==> config.mk <==
export PLATFORM = sky130hd
export DESIGN_NAME = key_conditioner
export DESIGN_NICKNAME = d
export VERILOG_FILES = /design/src/rtl/key_conditioner_pkg.sv /design/src/rtl/key_debounce.sv /design/src/rtl/key_conditioner.sv
export SDC_FILE = /design/constraint.sdc
export NUM_CORES = 1
export LEC_CHECK = 0
export CAP_MARGIN = 40
export CORE_UTILIZATION = 35
export DETAILED_ROUTE_END_ITERATION = 10
export PLACE_DENSITY = 0.54
export SKIP_CTS_REPAIR_TIMING = 1
export SLEW_MARGIN = 20
export SYNTH_ARGS = -nofsm -noshare
export SYNTH_HDL_FRONTEND = slang
export SYNTH_SLANG_ARGS = --single-unit
export TNS_END_PERCENT = 10
==> constraint.sdc <==
create_clock -name clock -period 3.75 [get_ports clock]
set_input_delay 0.5625 -clock clock [delete_from_list [all_inputs] [get_ports clock]]
set_output_delay 0.5625 -clock clock [all_outputs]
set_load 0.01 [all_outputs]
==> src/rtl/key_conditioner_pkg.sv <==
// Shared constants for the push-button conditioning slice:
// key count, FSM state encoding, default debounce length and a priority helper.
package key_conditioner_pkg;

    localparam int NUM_KEYS                = 4;
    localparam int DEFAULT_DEBOUNCE_CYCLES = 500000;

    localparam logic [0:0] ST_IDLE = 1'b0;
    localparam logic [0:0] ST_HELD = 1'b1;

    // Isolates the lowest set bit (two's-complement trick).
    function automatic logic [NUM_KEYS-1:0] lowest_onehot(
        input logic [NUM_KEYS-1:0] v
    );
        return v & (~v + NUM_KEYS'(1));
    endfunction

endpackage

==> src/rtl/key_debounce.sv <==
// Per-key synchroniser + debouncer.
// Ports: clock, reset (async, active-high), raw_n (raw active-low button),
//        level (debounced, 1 = pressed), rise (one-cycle strobe on level 0->1).
module key_debounce
    import key_conditioner_pkg::*;
#(
    parameter int DEBOUNCE_CYCLES = DEFAULT_DEBOUNCE_CYCLES
) (
    input  logic clock,
    input  logic reset,
    input  logic raw_n,
    output logic level,
    output logic rise
);

    localparam int              CW       = $clog2(DEBOUNCE_CYCLES);
    localparam logic [CW-1:0]   CNT_LAST = CW'(DEBOUNCE_CYCLES - 1);

    logic          sync1_q;
    logic          sync2_q;
    logic [CW-1:0] cnt_q;
    logic [CW-1:0] cnt_d;
    logic          stable_q;
    logic          stable_d;
    logic          rise_q;
    logic          rise_d;
    logic          pressed;

    assign pressed = ~sync2_q;

    // Count only while the synchronised level disagrees with the stable one;
    // any agreeing cycle restarts the count, so short glitches never land.
    always_comb begin
        cnt_d    = '0;
        stable_d = stable_q;
        rise_d   = 1'b0;
        if (pressed != stable_q) begin
            if (cnt_q == CNT_LAST) begin
                stable_d = pressed;
                rise_d   = pressed;
            end else begin
                cnt_d = cnt_q + CW'(1);
            end
        end
    end

    always_ff @(posedge clock or posedge reset) begin
        if (reset) begin
            sync1_q  <= 1'b1;
            sync2_q  <= 1'b1;
            cnt_q    <= '0;
            stable_q <= 1'b0;
            rise_q   <= 1'b0;
        end else begin
            sync1_q  <= raw_n;
            sync2_q  <= sync1_q;
            cnt_q    <= cnt_d;
            stable_q <= stable_d;
            rise_q   <= rise_d;
        end
    end

    assign level = stable_q;
    assign rise  = rise_q;

endmodule

==> src/rtl/key_conditioner.sv <==
// Conditions the four active-low KEY buttons into one-hot press strobes.
// Ports: clock, reset (async, active-high), key_n[3:0] (raw buttons),
//        key_pulse[3:0] (one-cycle one-hot press), key_held (FSM in HELD),
//        key_state[3:0] (debounced levels, 1 = pressed).
module key_conditioner
    import key_conditioner_pkg::*;
#(
    parameter int DEBOUNCE_CYCLES = DEFAULT_DEBOUNCE_CYCLES
) (
    input  logic                clock,
    input  logic                reset,
    input  logic [NUM_KEYS-1:0] key_n,
    output logic [NUM_KEYS-1:0] key_pulse,
    output logic                key_held,
    output logic [NUM_KEYS-1:0] key_state
);

    logic [NUM_KEYS-1:0] rise;
    logic [0:0]          state_q;
    logic [0:0]          state_d;
    logic [NUM_KEYS-1:0] pulse_q;
    logic [NUM_KEYS-1:0] pulse_d;

    for (genvar i = 0; i < NUM_KEYS; i++) begin : g_key
        key_debounce #(
            .DEBOUNCE_CYCLES(DEBOUNCE_CYCLES)
        ) u_db (
            .clock (clock),
            .reset (reset),
            .raw_n (key_n[i]),
            .level (key_state[i]),
            .rise  (rise[i])
        );
    end

    // One press at a time: leave HELD only once every key is released,
    // so rises arriving in HELD are dropped for good.
    always_comb begin
        state_d = state_q;
        pulse_d = '0;
        case (state_q)
            ST_IDLE: begin
                if (|rise) begin
                    pulse_d = lowest_onehot(rise);
                    state_d = ST_HELD;
                end
            end
            ST_HELD: begin
                if (key_state == '0) begin
                    state_d = ST_IDLE;
                end
            end
        endcase
    end

    always_ff @(posedge clock or posedge reset) begin
        if (reset) begin
            state_q <= ST_IDLE;
            pulse_q <= '0;
        end else begin
            state_q <= state_d;
            pulse_q <= pulse_d;
        end
    end

    assign key_pulse = pulse_q;
    assign key_held  = (state_q == ST_HELD);

endmodule

==> results.py <==
metrics = {
    "status": {
        "status": "finished clean",
    },
    "global_route": {
        "grt_pass1_vias": 3030,
        "grt_usage_pct": 14.3,
        "grt_max_degree": 62,
        "antenna_found_initial": 0,
        "grt_overflow": 0,
        "grt_first_pass_wirelength_mm": 14.8,
    },
    "clock_network": {
        "clock_path_buffers": 2,
        "htreeDepth": 3,
        "cts_buffers": 9,
        "clk_pin_slew_ns": 0.07,
        "root_buffer": "clkbuf_16",
        "clock-sinks": 97,
        "clock_latency_ns": 0.34,
        "tritoncts": "yes",
    },
    "sta": {
        "slew_violations": 0,
        "finalCritPeriodShare_pct": 53.2,
        "period_minus_slack_ns": 2.00,
        "worst_slew_pin_slew_ns": 0.721,
        "setup_violations": 0,
        "hold_viol": 0,
        "slew_headroom_pct": 52.0,
        "whs_ns": 0.356,
        "rsz0062_at_grt": "false",
        "fmax_ghz": 0.501,
        "fin_ws_ns": 1.75,
        "clock_skew_ns": 0.00372,
        "setup_tns_ns": 0,
    },
    "drt": {
        "num_vias": 3199,
        "antenna_left": 0,
        "drc": 0,
        "drt_iter0_markers": 163,
        "via_per_inst": 5.09,
        "firstDrtPassIters": 4,
        "wl_per_cell_um": 13.7,
        "wl_mm": 8.58,
    },
    "yosys": {
        "synth_top_area_share_pct": 48.6,
        "synth_area_leaders": "dfrtp_1, xnor2_1, nor2_1, dfstp_2, xor2_1",
        "syn_area_per_cell_um2": 10.4,
        "ys_seq_elements": 97,
        "synth_area_um2": 4580,
        "syn_inst": 439,
        "synth-warning-count": 0,
        "yosysMostFrequentCell": "dfrtp_1",
        "synth_edf_count": 0,
        "synth.net_count": 449,
        "synth_common_cells": "dfrtp_1, nor2_1, xnor2_1, nand4_1, xor2_1",
        "ys_seq_area_share_pct": 53.2,
        "async_flop_share_pct": 100,
        "synth_cell_types": 38,
        "synth_ff_type": "dfrtp_1",
        "synth_top_cell_by_area": "dfrtp_1",
    },
    "pwr": {
        "p_total_mw": 2.13,
        "p_per_area_nw_per_um2": 409,
        "leakage_nw": 2.07,
        "peakVddDrop_mv": 0.383,
    },
    "worst_setup_path": {
        "required_ns": 3.95,
        "critPathArrivalTime_ns": 2.19,
        "setup.worst_path.class": "flop to flop",
        "crit_path_start_kind": "flop",
        "endpoint_kind": "flop",
        "crit_fanout": 17,
    },
    "finish": {
        "syn2layout_area_growth_pct": 13.8,
        "stdcell_count": 628,
        "final_nets": 461,
        "antenna_cells": 0,
        "drive_gt1_share_pct": 9.65,
    },
    "placement": {
        "post-dp-hpwl_mm": 5.81,
        "io_buffer_count": 14,
        "dp_slack_ns": 1.74,
        "dp.cells": 611,
        "place_congestion": 0.791,
    },
    "floorplanning": {
        "coreArea_um2": 12700,
        "dieArea_um2": 13500,
        "rows": 41,
        "start_util_pct": 36.2,
        "boundaryPins": 15,
        "die_x_um": 116,
        "die_h_um": 116,
    },
    "job": {
        "cap_violations": 0,
    },
    "min_path": {
        "hold_class": "flop to flop",
    },
}
==> critical path: stages, from the launching register on <==
cell	delay [ns]
dfrtp_1	0.39
ha_1	0.23
and4_1	0.34
nand3_1	0.15
o31ai_4	0.62
nor2_1	0.12
==> report_power, final <==
group	internal, mW	switching [mW]	total, mW
Combinational	0.0219	0.0446	0.0666
Sequential	1.06	0.0136	1.08
Clock	0.584	0.403	0.987
==> metrics by stage <==
stage               area (um^2)  util [%]
finish                     5220      41.2
CTS                        5190      41.0
global placement           4870      38.4
detailed placement         4870      38.5
global route               5220      41.2
floorplan                  4580         -
==> state kept, by name, indices dropped and copies added (netlist names) <==
signal / count
g_key.u_db.cnt_q: 76
g_key.u_db.rise: 4
g_key.u_db.sync2_q: 4
key_held: 1
g_key.u_db.level: 4
g_key.u_db.sync1_q: 4
key_pulse: 4
==> kinds of logic after synthesis <==
logic type | count (synthesis) | share of synthesized area [%]
and+or+nand+nor | 207 | 25.4
DFF | 97 | 53.2
xor gates and xnor gates | 53 | 10.1
AOI/OAI and AO/OA | 47 | 6.77
buffers and inverters | 29 | 2.98
adders and majority gates | 4 | 1.09
muxes | 2 | 0.437
==> metal layers <==
layer / global-route usage [%] / vias up / part of all wire (%)
met5: 0 / - / 0
met4: 4.62 / 0 / 1.3
met3: 5.66 / 8 / 3.9
met2: 22.4 / 43 / 47
met1: 18.0 / 1564 / 48
li1: - / 1584 / -
==> final timing paths <==
| path | start | endpoint | slack, ns | depth (start not counted) |
|---|---|---|---|---|
| min in group asynchronous | reset | g_key[0].u_db.level$_DFFE_PP0P_ | 0.55 | 2 |
| max | g_key[2].u_db.cnt_q[0]$_DFF_PP0_ | g_key[2].u_db.cnt_q[7]$_DFF_PP0_ | 1.75 | 5 |
| min reg2reg | g_key[3].u_db.sync1_q$_DFF_PP1_ | g_key[3].u_db.sync2_q$_DFF_PP1_ | 0.36 | 0 |
| max reg2reg | g_key[2].u_db.cnt_q[0]$_DFF_PP0_ | g_key[2].u_db.cnt_q[7]$_DFF_PP0_ | 1.75 | 5 |
| min | g_key[3].u_db.sync1_q$_DFF_PP1_ | g_key[3].u_db.sync2_q$_DFF_PP1_ | 0.36 | 0 |
| max in group asynchronous | reset | g_key[2].u_db.sync2_q$_DFF_PP1_ | 2.54 | 3 |
==> final cells by class <==
type / instances / area [um^2]
Clock buffer: 9 / 225
Sequential cell: 97 / 2440
Tap cell: 172 / 215
Inverter: 13 / 51.3
Multi-Input combinational cell: 313 / 2020
Timing Repair Buffer: 17 / 175
Fill cell: 1222 / 7460
Clock inverter: 7 / 95.1
==> cells in the final DEF (no fill, tap or decap), types with 3 or more instances in the layout <==
master,count
nor4_1,11
nand3b_1,3
and3_1,6
or3_1,9
nand4_1,22
and2_1,4
inv_1,12
nand4_2,4
or4_1,13
nor3_1,8
nand3_2,3
clkdlybuf4s50_1,14
nand2_1,18
nor4b_1,3
dfrtp_1,89
dfstp_2,8
a21oi_1,20
nor3b_1,3
o21ai_0,9
xnor2_1,31
nand3_1,21
nor2_1,62
xor2_1,22
o31ai_4,3
o31ai_1,11
ha_1,4
clkbuf_16,9
and4_1,9
(Power assumes the default switching activity.)
